<file path="src/rtl/mem_arb_if.sv">
// Requester-side bus of the data-RAM arbiter. Both requesters share one
// interface instance. The master modport is the requester view and the
// slave modport is the arbiter view.
interface mem_arb_if #(
  parameter int AW = 32
);
  logic          m0_req,    m1_req;
  logic          m0_we,     m1_we;
  logic [AW-1:0] m0_addr,   m1_addr;
  logic [31:0]   m0_wdata,  m1_wdata;
  logic [3:0]    m0_be,     m1_be;
  logic          m0_gnt,    m1_gnt;
  logic          m0_rvalid, m1_rvalid;
  logic          m0_err,    m1_err;
  logic [31:0]   rdata;

  modport master (
    output m0_req, m0_we, m0_addr, m0_wdata, m0_be,
    output m1_req, m1_we, m1_addr, m1_wdata, m1_be,
    input  m0_gnt, m0_rvalid, m0_err,
    input  m1_gnt, m1_rvalid, m1_err,
    input  rdata
  );

  modport slave (
    input  m0_req, m0_we, m0_addr, m0_wdata, m0_be,
    input  m1_req, m1_we, m1_addr, m1_wdata, m1_be,
    output m0_gnt, m0_rvalid, m0_err,
    output m1_gnt, m1_rvalid, m1_err,
    output rdata
  );
endinterface

</file>
<file path="src/rtl/mem_arb_ctrl.sv">
// Two-requester controller in front of a single-port, word-wide data RAM
// with 1-cycle registered reads and no byte enables. Sub-word stores become
// a read-modify-write. Grants are issued only in IDLE.
// Optional build macro MEM_ARB_FIXED_PRIO_EN: requester 0 always wins
// simultaneous requests (no round-robin pointer). Default: round-robin.
module mem_arb_ctrl #(
  parameter int DEPTH_WORDS = 1024,
  parameter int AW          = 32
) (
  input  logic          clk,
  input  logic          rst_n,
  mem_arb_if.slave      bus,
  output logic          ram_wen,
  output logic          ram_ren,
  output logic [AW-1:0] ram_addr,
  output logic [31:0]   ram_wdata,
  input  logic [31:0]   ram_rdata,
  output logic          busy
);

  typedef enum logic [1:0] {IDLE, RD_WAIT, RMW_RD, RMW_WR} state_t;

  localparam logic [AW:0] ADDR_LIMIT = (AW+1)'(DEPTH_WORDS) << 2;

  state_t        state;
  logic          lat_owner;
  logic          lat_err;
  logic [AW-1:0] lat_addr;
  logic [31:0]   lat_wdata;
  logic [3:0]    lat_be;
  logic [31:0]   rdata_q;
`ifndef MEM_ARB_FIXED_PRIO_EN
  logic          rr_ptr;
`endif

  logic          both_req;
  logic          win;
  logic          grant;
  logic          sel_we;
  logic [AW-1:0] sel_addr;
  logic [31:0]   sel_wdata;
  logic [3:0]    sel_be;
  logic          sel_oor;
  logic          sel_partial;
  logic [31:0]   rdata_now;
  logic [31:0]   merged;

  // Arbitration and selection of the winning request's fields.
  always_comb begin
    // NOTE: every combinational output gets a default first so no path
    // through the block leaves it unassigned (which would infer a latch).
    both_req = bus.m0_req & bus.m1_req;
`ifdef MEM_ARB_FIXED_PRIO_EN
    win = ~bus.m0_req;
`else
    win = both_req ? rr_ptr : bus.m1_req;
`endif
    // rst_n gating keeps gnt low while reset is held with requests pending.
    grant       = rst_n && (state == IDLE) && (bus.m0_req | bus.m1_req);
    sel_we      = win ? bus.m1_we    : bus.m0_we;
    sel_addr    = win ? bus.m1_addr  : bus.m0_addr;
    sel_addr    = {sel_addr[AW-1:2], 2'b00};
    sel_wdata   = win ? bus.m1_wdata : bus.m0_wdata;
    sel_be      = win ? bus.m1_be    : bus.m0_be;
    sel_oor     = {1'b0, sel_addr} >= ADDR_LIMIT;
    sel_partial = (sel_be != 4'h0) && (sel_be != 4'hF);
  end

  // Byte merge for the write half of a read-modify-write.
  always_comb begin
    merged = ram_rdata;
    for (int i = 0; i < 4; i++) begin
      if (lat_be[i]) merged[8*i +: 8] = lat_wdata[8*i +: 8];
    end
  end

  // Requester responses and RAM strobes, decoded from state and the grant.
  always_comb begin
    bus.m0_gnt    = grant & ~win;
    bus.m1_gnt    = grant &  win;
    bus.m0_rvalid = 1'b0;
    bus.m1_rvalid = 1'b0;
    bus.m0_err    = 1'b0;
    bus.m1_err    = 1'b0;
    ram_wen       = 1'b0;
    ram_ren       = 1'b0;
    ram_addr      = '0;
    ram_wdata     = '0;
    rdata_now     = lat_err ? 32'h0 : ram_rdata;
    bus.rdata     = rdata_q;
    case (state)
      IDLE: begin
        if (grant && sel_oor && sel_we) begin
          bus.m0_err = ~win;
          bus.m1_err =  win;
        end else if (grant && !sel_oor) begin
          if (!sel_we || sel_partial) begin
            ram_ren  = 1'b1;
            ram_addr = sel_addr;
          end else if (sel_be == 4'hF) begin
            ram_wen   = 1'b1;
            ram_addr  = sel_addr;
            ram_wdata = sel_wdata;
          end
        end
      end
      RD_WAIT: begin
        bus.m0_rvalid = ~lat_owner;
        bus.m1_rvalid =  lat_owner;
        bus.m0_err    = ~lat_owner & lat_err;
        bus.m1_err    =  lat_owner & lat_err;
        bus.rdata     = rdata_now;
      end
      RMW_WR: begin
        ram_wen   = 1'b1;
        ram_addr  = lat_addr;
        ram_wdata = merged;
      end
      default: ;
    endcase
  end

  assign busy = (state != IDLE);

  // Sequencer: latches the granted request and steps through read/RMW states.
  always_ff @(posedge clk or negedge rst_n) begin
    // NOTE: state registers use non-blocking assignments so every flop
    // samples pre-edge values regardless of statement order.
    if (!rst_n) begin
      state     <= IDLE;
      lat_owner <= 1'b0;
      lat_err   <= 1'b0;
      lat_addr  <= '0;
      lat_wdata <= '0;
      lat_be    <= '0;
      rdata_q   <= '0;
`ifndef MEM_ARB_FIXED_PRIO_EN
      rr_ptr    <= 1'b0;
`endif
    end else begin
      case (state)
        IDLE: begin
          if (grant) begin
            lat_owner <= win;
            lat_err   <= sel_oor;
            lat_addr  <= sel_addr;
            lat_wdata <= sel_wdata;
            lat_be    <= sel_be;
`ifndef MEM_ARB_FIXED_PRIO_EN
            if (both_req) rr_ptr <= ~win;
`endif
            if (!sel_we)                    state <= RD_WAIT;
            else if (!sel_oor && sel_partial) state <= RMW_RD;
          end
        end
        RD_WAIT: begin
          rdata_q <= rdata_now;
          state   <= IDLE;
        end
        RMW_RD:  state <= RMW_WR;
        RMW_WR:  state <= IDLE;
        default: state <= IDLE;
      endcase
    end
  end

endmodule

</file>
<file path="src/flat_wrapper.sv">
// flat-port wrapper written by rule: the top's interface ports become plain ports
module mem_arb_ctrl_flat 
#(
  parameter int DEPTH_WORDS = 1024,
  parameter int AW          = 32
)
  (clk, rst_n, ram_wen, ram_ren, ram_addr, ram_wdata, ram_rdata, busy, bus_m0_req, bus_m0_we, bus_m0_addr, bus_m0_wdata, bus_m0_be, bus_m1_req, bus_m1_we, bus_m1_addr, bus_m1_wdata, bus_m1_be, bus_m0_gnt, bus_m0_rvalid, bus_m0_err, bus_m1_gnt, bus_m1_rvalid, bus_m1_err, bus_rdata);
  mem_arb_if #(.AW(AW)) bus_i ();
  input  logic clk;
  input  logic rst_n;
  output logic ram_wen;
  output logic ram_ren;
  output logic [AW-1:0] ram_addr;
  output logic [31:0] ram_wdata;
  input  logic [31:0] ram_rdata;
  output logic busy;
  input wire logic [$bits(bus_i.m0_req)-1:0] bus_m0_req;
  input wire logic [$bits(bus_i.m0_we)-1:0] bus_m0_we;
  input wire logic [$bits(bus_i.m0_addr)-1:0] bus_m0_addr;
  input wire logic [$bits(bus_i.m0_wdata)-1:0] bus_m0_wdata;
  input wire logic [$bits(bus_i.m0_be)-1:0] bus_m0_be;
  input wire logic [$bits(bus_i.m1_req)-1:0] bus_m1_req;
  input wire logic [$bits(bus_i.m1_we)-1:0] bus_m1_we;
  input wire logic [$bits(bus_i.m1_addr)-1:0] bus_m1_addr;
  input wire logic [$bits(bus_i.m1_wdata)-1:0] bus_m1_wdata;
  input wire logic [$bits(bus_i.m1_be)-1:0] bus_m1_be;
  output wire logic [$bits(bus_i.m0_gnt)-1:0] bus_m0_gnt;
  output wire logic [$bits(bus_i.m0_rvalid)-1:0] bus_m0_rvalid;
  output wire logic [$bits(bus_i.m0_err)-1:0] bus_m0_err;
  output wire logic [$bits(bus_i.m1_gnt)-1:0] bus_m1_gnt;
  output wire logic [$bits(bus_i.m1_rvalid)-1:0] bus_m1_rvalid;
  output wire logic [$bits(bus_i.m1_err)-1:0] bus_m1_err;
  output wire logic [$bits(bus_i.rdata)-1:0] bus_rdata;
  assign bus_i.m0_req = bus_m0_req;
  assign bus_i.m0_we = bus_m0_we;
  assign bus_i.m0_addr = bus_m0_addr;
  assign bus_i.m0_wdata = bus_m0_wdata;
  assign bus_i.m0_be = bus_m0_be;
  assign bus_i.m1_req = bus_m1_req;
  assign bus_i.m1_we = bus_m1_we;
  assign bus_i.m1_addr = bus_m1_addr;
  assign bus_i.m1_wdata = bus_m1_wdata;
  assign bus_i.m1_be = bus_m1_be;
  assign bus_m0_gnt = bus_i.m0_gnt;
  assign bus_m0_rvalid = bus_i.m0_rvalid;
  assign bus_m0_err = bus_i.m0_err;
  assign bus_m1_gnt = bus_i.m1_gnt;
  assign bus_m1_rvalid = bus_i.m1_rvalid;
  assign bus_m1_err = bus_i.m1_err;
  assign bus_rdata = bus_i.rdata;
  mem_arb_ctrl #(.DEPTH_WORDS(DEPTH_WORDS), .AW(AW)) u_core (.clk(clk), .rst_n(rst_n), .bus(bus_i), .ram_wen(ram_wen), .ram_ren(ram_ren), .ram_addr(ram_addr), .ram_wdata(ram_wdata), .ram_rdata(ram_rdata), .busy(busy));
endmodule
</file>
<file path="config.mk">
export PLATFORM = sky130hd
export DESIGN_NAME = mem_arb_ctrl_flat
export DESIGN_NICKNAME = d
export VERILOG_FILES = /design/src/rtl/mem_arb_if.sv /design/src/rtl/mem_arb_ctrl.sv /design/src/flat_wrapper.sv
export SDC_FILE = /design/constraint.sdc
export NUM_CORES = 1
export LEC_CHECK = 0
export BUFFER_PORTS_ARGS = -buffer_cell sky130_fd_sc_hd__buf_2
export CORE_UTILIZATION = 47
export DETAILED_ROUTE_END_ITERATION = 8
export GPL_ROUTABILITY_DRIVEN = 1
export GPL_TIMING_DRIVEN = 0
export PLACE_DENSITY = 0.84
export SETUP_SLACK_MARGIN = 0.02
export SLEW_MARGIN = 20
export SYNTH_ARGS = -nofsm -noshare
export SYNTH_HDL_FRONTEND = slang
export SYNTH_SLANG_ARGS = --single-unit
</file>
<file path="constraint.sdc">
create_clock -name clk -period 2.06 [get_ports clk]
set_input_delay 0.103 -clock clk [delete_from_list [all_inputs] [get_ports clk]]
set_output_delay 0.103 -clock clk [all_outputs]
set_load 0.005 [all_outputs]
</file>
==> results of run 1 <==
-- worst max-delay path, cell delays in order (launching register included) --
cell and delay [ns]:
sky130_fd_sc_hd__dfrtp_1 0.34, sky130_fd_sc_hd__and2b_4 0.22, sky130_fd_sc_hd__or4_4 0.51, sky130_fd_sc_hd__a21oi_4 0.19, sky130_fd_sc_hd__nand4b_4 0.13, sky130_fd_sc_hd__buf_12 0.18, sky130_fd_sc_hd__clkbuf_16 0.15, sky130_fd_sc_hd__o22ai_1 0.12
sky130_fd_sc_hd__buf_2 0.16
-- logic make-up after synthesis --
group / after synthesis / share of synthesized area
adder cells (fa/ha/maj): 4 / 0.00852
XOR/XNOR: 1 / 0.00149
AO/OA/AOI/OAI: 157 / 0.171
multiplexers: 75 / 0.128
flip-flops: 103 / 0.439
AND/OR/NAND/NOR: 219 / 0.185
buffers and inverters: 92 / 0.0671
other: 1 / 0.000638
-- layout make-up --
type                       count  area [sq um]
clock inverter                 4          70.1
timing repair buffer         306          1820
buffer                        54           347
fill                         905          3320
sequential                   103          2580
inverter                      37           139
clock buffer                  11           243
tap                          168           210
multi-input combinational    458          3370
antenna                        1          2.50
-- metrics by stage --
stage / TNS, ns / hold WS [ns] / instance area [sq um]
final: -14.83 / 0.0119 / 8790
after global routing: -17.87 / 0.0159 / 8790
after CTS: -12.38 / 0.00383 / 8270
after detailed placement: -23.03 / 0.0472 / 7480
after global placement: -245.21 / 0.369 / 7450
after floorplan: 0 / -0.193 / 5880
-- placed cells by master (no fill, tap or decap), drive strengths merged, types with 25 or more instances in the layout --
| cell type | n |
|---|---|
| buf | 322 |
| nand2 | 110 |
| dfrtp | 103 |
| o21ai | 75 |
| mux2i | 75 |
| clkbuf | 47 |
| inv | 37 |
| o22ai | 33 |
| nor2 | 31 |
| nand3b | 29 |
| a31oi | 25 |
-- synth_stat cells (2+ instances only) --
| cell | count |
|---|---|
| sky130_fd_sc_hd__mux2i_1 | 75 |
| sky130_fd_sc_hd__o21ai_0 | 74 |
| sky130_fd_sc_hd__nor2_1 | 31 |
| sky130_fd_sc_hd__buf_4 | 3 |
| sky130_fd_sc_hd__dfrtp_1 | 103 |
| sky130_fd_sc_hd__inv_1 | 37 |
| sky130_fd_sc_hd__and2_1 | 21 |
| sky130_fd_sc_hd__nand4_1 | 3 |
| sky130_fd_sc_hd__nand2_1 | 109 |
| sky130_fd_sc_hd__o22ai_1 | 33 |
| sky130_fd_sc_hd__a21oi_1 | 2 |
| sky130_fd_sc_hd__a31oi_1 | 25 |
| sky130_fd_sc_hd__o41ai_2 | 4 |
| sky130_fd_sc_hd__a32o_1 | 2 |
| sky130_fd_sc_hd__o211ai_1 | 2 |
| sky130_fd_sc_hd__o41ai_1 | 5 |
| sky130_fd_sc_hd__buf_1 | 7 |
| sky130_fd_sc_hd__buf_2 | 6 |
| sky130_fd_sc_hd__nand3b_1 | 29 |
| sky130_fd_sc_hd__clkbuf_1 | 35 |
| sky130_fd_sc_hd__or4_4 | 2 |
| sky130_fd_sc_hd__nor4_1 | 9 |
| sky130_fd_sc_hd__buf_6 | 4 |
| sky130_fd_sc_hd__nand2b_1 | 2 |
| sky130_fd_sc_hd__ha_1 | 4 |
| sky130_fd_sc_hd__nor2b_1 | 4 |
-- worst max path at each step --
stage,start,to,slack (ns),cells past startpoint
6_report,u_core.rr_ptr,ram_wdata[28],-0.40,8
5_1_grt,u_core.rr_ptr,ram_wdata[31],-0.45,8
4_1_cts,u_core.rr_ptr,ram_wdata[0],-0.33,7
3_5_place_dp,rst_n,ram_wdata[0],-0.50,8
3_3_place_gp,rst_n,ram_wdata[0],-2.20,7
2_1_floorplan,u_core.state[0],ram_addr[3],0.20,6
-- metal layers --
metal	up-vias	track usage
met2	364	0.531
li1	2921	-
met5	-	0
met4	0	0.141
met3	58	0.0712
met1	3124	0.403
-- what timing repair did --
action	4_1_cts	5_1_grt
setup buffers	13	12
hold buffers	5	0
resized for setup	67	86
gates cloned	2	4
hold endpoints to repair	42	0
pin swaps	5	13
setup endpoints to repair	159	123
-- power by group through the flow --
| stage | Sequential (mW) | Clock, mW | Combinational (mW) |
|---|---|---|---|
| 6_report | 3.00 | 1.84 | 3.02 |
| 5_1_grt | 3.06 | 1.93 | 3.28 |
| 4_1_cts | 2.98 | 1.85 | 2.65 |
| 3_5_place_dp | 3.02 | 0 | 2.43 |
| 3_3_place_gp | 2.98 | 0 | 2.36 |
| 2_1_floorplan | 2.93 | 0 | 1.64 |
-- sequential cells by signal (all words and copies together) (netlist names) --
register and flops:
u_core.rdata_q 32, u_core.state 2, u_core.lat_err 1, u_core.rr_ptr 1, u_core.lat_wdata 32, u_core.lat_owner 1
u_core.lat_be 4, u_core.lat_addr 30
==> impl_metrics.env, run 1 <==
export IMPL_wl_met2_um=10700
export IMPL_synthCells=652
export IMPL_grt_overflow_total=0
export IMPL_clkPwrFrac=0.234
export IMPL_clockRootBuffer="sky130_fd_sc_hd__clkbuf_16"
export IMPL_max_slew_margin=0.445
export IMPL_synthesis_area_sq_mm=0.00588
export IMPL_worstHoldPathType="in -> reg"
export IMPL_status="complete, but fails checks"
export IMPL_setup_worst_path_start_class="flop"
export IMPL_tritoncts_num_sinks=103
export IMPL_cts_clk_slew_worst_paths_ns=0.07
export IMPL_via_count_of_the_first_global_routing_pass=6169
export IMPL_power_share_combinational=0.384
export IMPL_p_int_mw=5.01
export IMPL_drv_max_cap_violation_count=0
export IMPL_wl_per_cell_um=19.1
export IMPL_worst_hold_startpoint="bus_m1_addr[19]"
export IMPL_setup_violations=47
export IMPL_violations="setup timing"
export IMPL_grt_pass1_wl_um=31700
export IMPL_design_core_area_sq_mm=0.0121
export IMPL_detail_route_drc_violations=0
export IMPL_final_worst_path_setup_slack_ns=-0.400
export IMPL_post_place_ws_ns=-0.500
export IMPL_wl_met3_um=1600
export IMPL_fp_dieArea_sq_mm=0.0130
export IMPL_reg2reg_to="u_core.state[1]"
export IMPL_layout_area_overhead_vs_synth_pct=49.5
export IMPL_clock_path_buffers=2
export IMPL_final_period_minus_worst_setup_slack_ns=2.46
export IMPL_clock_insertion_delay_worst_skew_ns=0.35
export IMPL_ffs_w_async_s_r_synth=1.00
export IMPL_seq_power_share=0.381
export IMPL_dr_pass1_iters=5
export IMPL_initial_core_util=0.485
export IMPL_syn_area_per_cell_sq_um=9.01
export IMPL_worst_hold_path_num_cells=3
export IMPL_r2r_worst_path_cells=10
export IMPL_globalplace_congestion=0.903
export IMPL_power_density_cell_area_mw_per_mm2=894
export IMPL_synth_largest_type_area_fraction=0.439
export IMPL_postRouteAntennaNets=0
export IMPL_clock_buffer_count_from_cts=9
export IMPL_number_of_distinct_library_cells_after_synthesis=47
export IMPL_worst_setup_path_type="reg -> out"
export IMPL_regToRegSetupSlack_ns=0.09
export IMPL_critical_path_arrival_ns=2.36
export IMPL_crit_fanout=8
export IMPL_total_switching_power_mw=2.85
export IMPL_route_final_wire_length_um=21800
export IMPL_grt_setup_unrepaired="true"
export IMPL_h_tree_depth_reported_by_cts=3
export IMPL_postSynth_topFlopCell="sky130_fd_sc_hd__dfrtp_1"
export IMPL_rr_startpoint="u_core.rr_ptr"
export IMPL_fin_cells=1142
export IMPL_dr_total_vias=6467
export IMPL_ys_warnings_count=0
export IMPL_timing_final_crit_share=1.19
export IMPL_groute_usage_overall=0.320
export IMPL_hold_violations=0
export IMPL_utilization=0.726
export IMPL_place_hpwl_um=14800
export IMPL_timing_fmax_ghz=0.407
export IMPL_cts_tree="built"
export IMPL_number_of_enable_flip_flop_cells_after_synthesis=0
export IMPL_leakage_nw=4.61
export IMPL_final_layout_size_suffix_gt1_frac=0.437
export IMPL_portBuffers=271
export IMPL_critical_path_endpoint_type="output port"
export IMPL_slew_violations=0
export IMPL_pin_count_of_the_biggest_net_entering_global_routing=62
export IMPL_route_detailed_vias_per_inst=5.66
export IMPL_synth_area_leader_cell="sky130_fd_sc_hd__dfrtp_1"
export IMPL_worst_ir_drop_vdd_uv=612
export IMPL_power_share_switching=0.362
export IMPL_wirelength_met1_um=8740
export IMPL_final_net_count=1147
export IMPL_worst_slew_pin_slew_ns=0.833
export IMPL_initial_drt_markers=613
export IMPL_synth_ff_latch_count=103
export IMPL_antenna_found_initial=1
export IMPL_die_width_um=114
export IMPL_worst_ep_required_time_ns=1.96
export IMPL_timing_hold_worst_endpoint="u_core.lat_addr[19]"
export IMPL_io_pins=279
export IMPL_fin_skew_ns=0.00644
export IMPL_dp_cells=1093
export IMPL_std_cell_rows=40
export IMPL_die_h_um=114
export IMPL_p_total_mw=7.85
export IMPL_synthTopCellsByArea="sky130_fd_sc_hd__dfrtp_1 44%, sky130_fd_sc_hd__mux2i_1 13%, sky130_fd_sc_hd__nand2_1 7.0%"
export IMPL_highest_signal_layer="met4"
export IMPL_synth_yosys_seq_area_share=0.439
Power figures use the tool's default switching activity.
==> run 2, diff against run 1 <==
--- a/config.mk
+++ b/config.mk
@@ -10,8 +10,10 @@
 export DETAILED_ROUTE_END_ITERATION = 8
 export GPL_ROUTABILITY_DRIVEN = 1
 export GPL_TIMING_DRIVEN = 0
+export MAX_ROUTING_LAYER = met4
 export PLACE_DENSITY = 0.84
 export SETUP_SLACK_MARGIN = 0.02
+export SKIP_LAST_GASP = 1
 export SLEW_MARGIN = 20
 export SYNTH_ARGS = -nofsm -noshare
 export SYNTH_HDL_FRONTEND = slang
==> impl_metrics.env, run 2 (synthesized netlist as in run 1, its figures left out) <==
export IMPL_cts_tree="built"
export IMPL_timing_final_crit_share=1.20
export IMPL_globalplace_congestion=0.918
export IMPL_design_core_area_sq_mm=0.0121
export IMPL_grt_setup_unrepaired="true"
export IMPL_die_width_um=114
export IMPL_worst_ep_required_time_ns=1.96
export IMPL_antenna_found_initial=1
export IMPL_grt_overflow_total=0
export IMPL_clockRootBuffer="sky130_fd_sc_hd__clkbuf_16"
export IMPL_grt_pass1_wl_um=31700
export IMPL_p_total_mw=7.85
export IMPL_fin_skew_ns=0.00761
export IMPL_worst_setup_path_type="reg -> out"
export IMPL_critPathTopFamily="simple AND/OR/NAND/NOR gates"
export IMPL_final_worst_path_setup_slack_ns=-0.404
export IMPL_drv_max_cap_violation_count=0
export IMPL_utilization=0.725
export IMPL_commonest_non_fill_non_tap_cell_in_the_layout="sky130_fd_sc_hd__buf_2"
export IMPL_tritoncts_num_sinks=103
export IMPL_fp_dieArea_sq_mm=0.0130
export IMPL_crit_path_max_incr_delay_ns=0.51
export IMPL_hold_violations=0
export IMPL_final_period_minus_worst_setup_slack_ns=2.46
export IMPL_final_net_count=1146
export IMPL_dr_pass1_iters=5
export IMPL_groute_usage_overall=0.329
export IMPL_initial_core_util=0.485
export IMPL_clock_path_buffers=2
export IMPL_status="complete, but fails checks"
export IMPL_timing_hold_ws_ns=0.0128
export IMPL_worst_ir_drop_vdd_uv=604
export IMPL_via_count_of_the_first_global_routing_pass=6194
export IMPL_crit_chain="and2b_4, or4_4, a21oi_4, nand4b_4, buf_12, buf_8, o22ai_4, buf_2"
export IMPL_crit_fanout=8
export IMPL_fillCellCount=929
export IMPL_h_tree_depth_reported_by_cts=3
export IMPL_layout_top_registers="u_core.lat_wdata x32, u_core.rdata_q x32, u_core.lat_addr x30"
export IMPL_setup_worst_path_start_class="flop"
export IMPL_layout_area_overhead_vs_synth_pct=49.4
export IMPL_clock_insertion_delay_worst_skew_ns=0.35
export IMPL_worst_slew_pin_slew_ns=0.859
export IMPL_worst_hold_path_num_cells=3
export IMPL_leakage_nw=4.59
export IMPL_wl_per_cell_um=19.2
export IMPL_timing_critical_path_buf_inv=3
export IMPL_route_final_wire_length_um=21900
export IMPL_dr_total_vias=6444
export IMPL_die_h_um=114
export IMPL_worstHoldPathType="in -> reg"
export IMPL_detail_route_drc_violations=0
export IMPL_setup_violations=46
export IMPL_r2r_worst_path_cells=9
export IMPL_io_pins=279
export IMPL_route_detailed_vias_per_inst=5.65
export IMPL_worst_path_max_delay_cell="sky130_fd_sc_hd__or4_4"
export IMPL_pin_count_of_the_biggest_net_entering_global_routing=62
export IMPL_postRouteAntennaNets=0
export IMPL_clock_buffer_count_from_cts=9
export IMPL_place_hpwl_um=14800
export IMPL_timing_fmax_ghz=0.406
export IMPL_final_layout_size_suffix_gt1_frac=0.435
export IMPL_power_density_cell_area_mw_per_mm2=894
export IMPL_max_slew_margin=0.427
export IMPL_cp_depth=8
export IMPL_cts_clk_slew_worst_paths_ns=0.07
export IMPL_portBuffers=271
export IMPL_critical_path_arrival_ns=2.36
export IMPL_violations="setup timing"
export IMPL_slew_violations=0
export IMPL_layout_common_cells="275 x sky130_fd_sc_hd__buf_2, 107 x sky130_fd_sc_hd__nand2_1, 103 x sky130_fd_sc_hd__dfrtp_1, 74 x sky130_fd_sc_hd__o21ai_0, 67 x sky130_fd_sc_hd__mux2i_1"
export IMPL_critical_path_endpoint_type="output port"
export IMPL_std_cell_rows=40
export IMPL_initial_drt_markers=592
run 2: changes by cell type in the layout (fill, tap and decap cells not counted), sizes merged:
cell,previous run,this run
clkbuf,47,44
buf,322,324
run 2: final timing paths:
check | startpoint | endpoint | slack (ns)
setup / recovery | u_core.rr_ptr | ram_wdata[0] | -0.40
hold / removal | bus_m1_addr[29] | u_core.lat_addr[29] | 0.01
setup reg to reg | u_core.state[1] | u_core.lat_wdata[2] | 0.04
hold reg to reg | u_core.lat_wdata[16] | u_core.lat_wdata[16] | 0.48
max in group asynchronous | rst_n | u_core.lat_wdata[17] | 1.27
min in group asynchronous | rst_n | u_core.lat_addr[7] | 0.39
run 2: layout make-up:
class	count	area, sq um	area share
Buffer	54	344	0.0392
Clock inverter	4	70.1	0.00798
Clock buffer	11	243	0.0276
Sequential cell	103	2580	0.294
Antenna cell	1	2.50	0.000285
Tap cell	168	210	0.0239
Multi-Input combinational cell	458	3380	0.385
Inverter	37	139	0.0158
Timing Repair Buffer	305	1810	0.206
run 2: where the power goes:
group          internal (mW)  switching [mW]  total [mW]  leakage [nW]
clock                   1.09           0.746        1.83         0.155
sequential              2.67           0.325        2.99          1.29
combinational           1.25            1.77        3.02          3.14
run 2: worst min-delay path, delay by kind of cell:
family / cells / cell delay, ns
AOI/OAI and AO/OA: 1 / 0.07
buffers and inverters: 1 / 0.10
and+or+nand+nor: 1 / 0.05
run 2: per-layer routing:
metal | GRT usage | part of all wire | up-vias
li1 | - | - | 2916
met2 | 0.535 | 0.49 | 384
met4 | 0.136 | 0.033 | 0
met1 | 0.400 | 0.40 | 3074
met5 | - | 0 | -
met3 | 0.0685 | 0.074 | 70
run 2: what timing repair did:
item / in CTS / in global routing
pin swaps: 5 / 14
gates resized for setup: 63 / 85
buffers inserted: 13 / 11
hold buffers: 5 / 0
gates cloned: 2 / 4
endpoints found under the hold margin: 42 / 0
endpoints found under the setup margin: 159 / 123
run 2: through the flow:
step	setup WS, ns	std cells	setup TNS [ns]	instance area [sq um]
after floorplan	0.199	653	0	5880
after global routing	-0.469	1141	-20.27	8780
final	-0.404	1141	-15.09	8780
after global placement	-2.20	1092	-245.21	7450
after CTS	-0.333	1127	-12.46	8240
after detailed placement	-0.500	1093	-23.03	7480
==> run 3, diff against run 2 <==
--- a/config.mk
+++ b/config.mk
@@ -6,12 +6,12 @@
 export NUM_CORES = 1
 export LEC_CHECK = 0
 export BUFFER_PORTS_ARGS = -buffer_cell sky130_fd_sc_hd__buf_2
-export CORE_UTILIZATION = 47
+export CORE_UTILIZATION = 43
 export DETAILED_ROUTE_END_ITERATION = 8
 export GPL_ROUTABILITY_DRIVEN = 1
 export GPL_TIMING_DRIVEN = 0
 export MAX_ROUTING_LAYER = met4
-export PLACE_DENSITY = 0.84
+export PLACE_DENSITY = 0.81
 export SETUP_SLACK_MARGIN = 0.02
 export SKIP_LAST_GASP = 1
 export SLEW_MARGIN = 20
==> constraint.sdc (replaced) <==
create_clock -name clk -period 2.2 [get_ports clk]
set_input_delay 0.11 -clock clk [delete_from_list [all_inputs] [get_ports clk]]
set_output_delay 0.11 -clock clk [all_outputs]
set_load 0.005 [all_outputs]
==> impl_metrics.env, run 3 (synthesized netlist as in run 1, its figures left out) <==
export IMPL_status="complete, but fails checks"
export IMPL_violations="hold timing, setup timing"
export IMPL_wl_per_cell_um=18.1
export IMPL_dp_cells=1101
export IMPL_worst_ep_required_time_ns=2.09
export IMPL_setup_violations=45
export IMPL_utilization=0.625
export IMPL_critical_path_endpoint_type="output port"
export IMPL_std_cell_rows=42
export IMPL_postRouteAntennaNets=0
export IMPL_initial_core_util=0.442
export IMPL_critical_path_arrival_ns=2.30
export IMPL_groute_usage_overall=0.296
export IMPL_io_pins=279
export IMPL_drv_max_cap_violation_count=0
export IMPL_cts_hold_buf=3
export IMPL_fin_skew_ns=0.00598
export IMPL_h_tree_depth_reported_by_cts=3
export IMPL_clock_buffer_count_from_cts=9
export IMPL_fillCellCount=1176
export IMPL_clockRootBuffer="sky130_fd_sc_hd__clkbuf_16"
export IMPL_detail_route_drc_violations=0
export IMPL_initial_drt_markers=403
export IMPL_power_density_cell_area_mw_per_mm2=837
export IMPL_die_h_um=119
export IMPL_diodes=0
export IMPL_route_detailed_vias_per_inst=5.44
export IMPL_worst_ir_drop_vdd_uv=705
export IMPL_final_worst_path_setup_slack_ns=-0.212
export IMPL_timing_hold_ws_ns=-0.267
export IMPL_tritoncts_num_sinks=103
export IMPL_setup_worst_path_start_class="flop"
export IMPL_design_core_area_sq_mm=0.0133
export IMPL_cts_tree="built"
export IMPL_timing_final_crit_share=1.10
export IMPL_worstHoldPathType="in -> async"
export IMPL_dr_total_vias=6186
export IMPL_grt_pass1_wl_um=31600
export IMPL_final_period_minus_worst_setup_slack_ns=2.41
export IMPL_hold_violations=71
export IMPL_layout_top_registers="u_core.lat_wdata x32, u_core.rdata_q x32, u_core.lat_addr x30"
export IMPL_clock_path_buffers=2
export IMPL_die_width_um=119
export IMPL_globalplace_congestion=0.911
export IMPL_clock_insertion_delay_worst_skew_ns=0.35
export IMPL_slew_violations=0
export IMPL_cts_clk_slew_worst_paths_ns=0.07
export IMPL_portBuffers=271
export IMPL_worst_setup_path_type="reg -> out"
export IMPL_fin_cells=1137
export IMPL_route_final_wire_length_um=20500
export IMPL_place_hpwl_um=14900
export IMPL_crit_fanout=10
export IMPL_final_layout_size_suffix_gt1_frac=0.385
export IMPL_pin_count_of_the_biggest_net_entering_global_routing=75
export IMPL_commonest_non_fill_non_tap_cell_in_the_layout="sky130_fd_sc_hd__buf_2"
export IMPL_fp_dieArea_sq_mm=0.0141
export IMPL_leakage_nw=4.42
export IMPL_grt_setup_unrepaired="true"
export IMPL_critical_path_startpoint="u_core.rr_ptr"
export IMPL_dr_pass1_iters=5
export IMPL_layout_area_overhead_vs_synth_pct=41.5
export IMPL_final_net_count=1134
export IMPL_antenna_found_initial=0
export IMPL_grt_overflow_total=0
export IMPL_layout_common_cells="271 x sky130_fd_sc_hd__buf_2, 108 x sky130_fd_sc_hd__nand2_1, 103 x sky130_fd_sc_hd__dfrtp_1, 74 x sky130_fd_sc_hd__mux2i_1, 69 x sky130_fd_sc_hd__o21ai_0"
export IMPL_timing_fmax_ghz=0.415
export IMPL_worst_slew_pin_slew_ns=0.927
export IMPL_via_count_of_the_first_global_routing_pass=6111
export IMPL_max_slew_margin=0.382
export IMPL_rr_startpoint="u_core.state[1]"
==> run 3: cell count changes in the layout (fill, tap and decap cells not counted), moves of 5 or more <==
cell | previous run | this run
sky130_fd_sc_hd__mux2i_1 | 67 | 74
sky130_fd_sc_hd__buf_8 | 7 | 1
sky130_fd_sc_hd__o21ai_1 | 0 | 5
sky130_fd_sc_hd__o21ai_0 | 74 | 69
sky130_fd_sc_hd__clkbuf_1 | 16 | 21
sky130_fd_sc_hd__o22ai_2 | 29 | 3
sky130_fd_sc_hd__mux2i_2 | 7 | 1
sky130_fd_sc_hd__o22ai_1 | 1 | 30
==> run 3: final cells by class <==
class	instances	area, sq um	area share
buffer	54	332	0.0399
clock buffer	9	225	0.0271
clock inverter	7	63.8	0.00768
inverter	37	139	0.0167
multi-input combinational	458	3120	0.376
sequential	103	2580	0.310
tap	176	220	0.0265
timing repair buffer	293	1630	0.196
==> run 3: final timing paths <==
path                                              to  slack, ns  cells after the start
worst max-delay path                    ram_wdata[6]      -0.21                      7
worst min-delay path              u_core.lat_addr[2]      -0.27                      2
worst max register to register  u_core.lat_wdata[28]       0.21                      9
worst min register to register  u_core.lat_wdata[10]       0.49                      2
max in group asynchronous        u_core.lat_wdata[7]       1.63                      4
min in group clk                 u_core.lat_addr[23]       0.02                      3
==> run 3: layer usage <==
| metal | up-vias | GRT usage | wire length, um |
|---|---|---|---|
| met1 | 2942 | 0.370 | 8560 |
| met2 | 313 | 0.478 | 10000 |
| met4 | 0 | 0.102 | 411 |
| met5 | - | - | 0 |
| li1 | 2891 | - | - |
| met3 | 40 | 0.0589 | 1530 |
==> run 3: per-stage QoR <==
step                cell area (sq um)  setup WS [ns]  setup TNS (ns)  total power, mW
detailed placement               7490         -0.353          -12.79             5.12
CTS                              8060         -0.185           -5.82             6.83
floorplan                        5880          0.332               0             4.28
global placement                 7460          -2.09         -217.82             5.02
finish                           8310         -0.212           -6.43             6.96
global route                     8310         -0.280           -9.74             7.39
==> run 3: critical path, stage by stage (launching register included) <==
cell	delay, ns
sky130_fd_sc_hd__dfrtp_1	0.36
sky130_fd_sc_hd__and2b_4	0.21
sky130_fd_sc_hd__or4_4	0.51
sky130_fd_sc_hd__a21oi_4	0.18
sky130_fd_sc_hd__nand4b_4	0.17
sky130_fd_sc_hd__buf_6	0.19
sky130_fd_sc_hd__o22ai_1	0.17
sky130_fd_sc_hd__buf_2	0.15
==> run 3: timing repair <==
action	in CTS	in global routing
gates cloned	1	1
setup buffers	9	7
gates resized for setup	46	48
pin swaps	4	5
endpoints found under the hold margin	32	71
setup endpoints to repair	145	88
==> run 3: report_power, final <==
| group | switching [mW] | internal [mW] | total (mW) |
|---|---|---|---|
| combinational | 1.51 | 1.07 | 2.57 |
| sequential | 0.302 | 2.50 | 2.80 |
| clock | 0.790 | 0.795 | 1.59 |
| total | 2.60 | 4.36 | 6.96 |
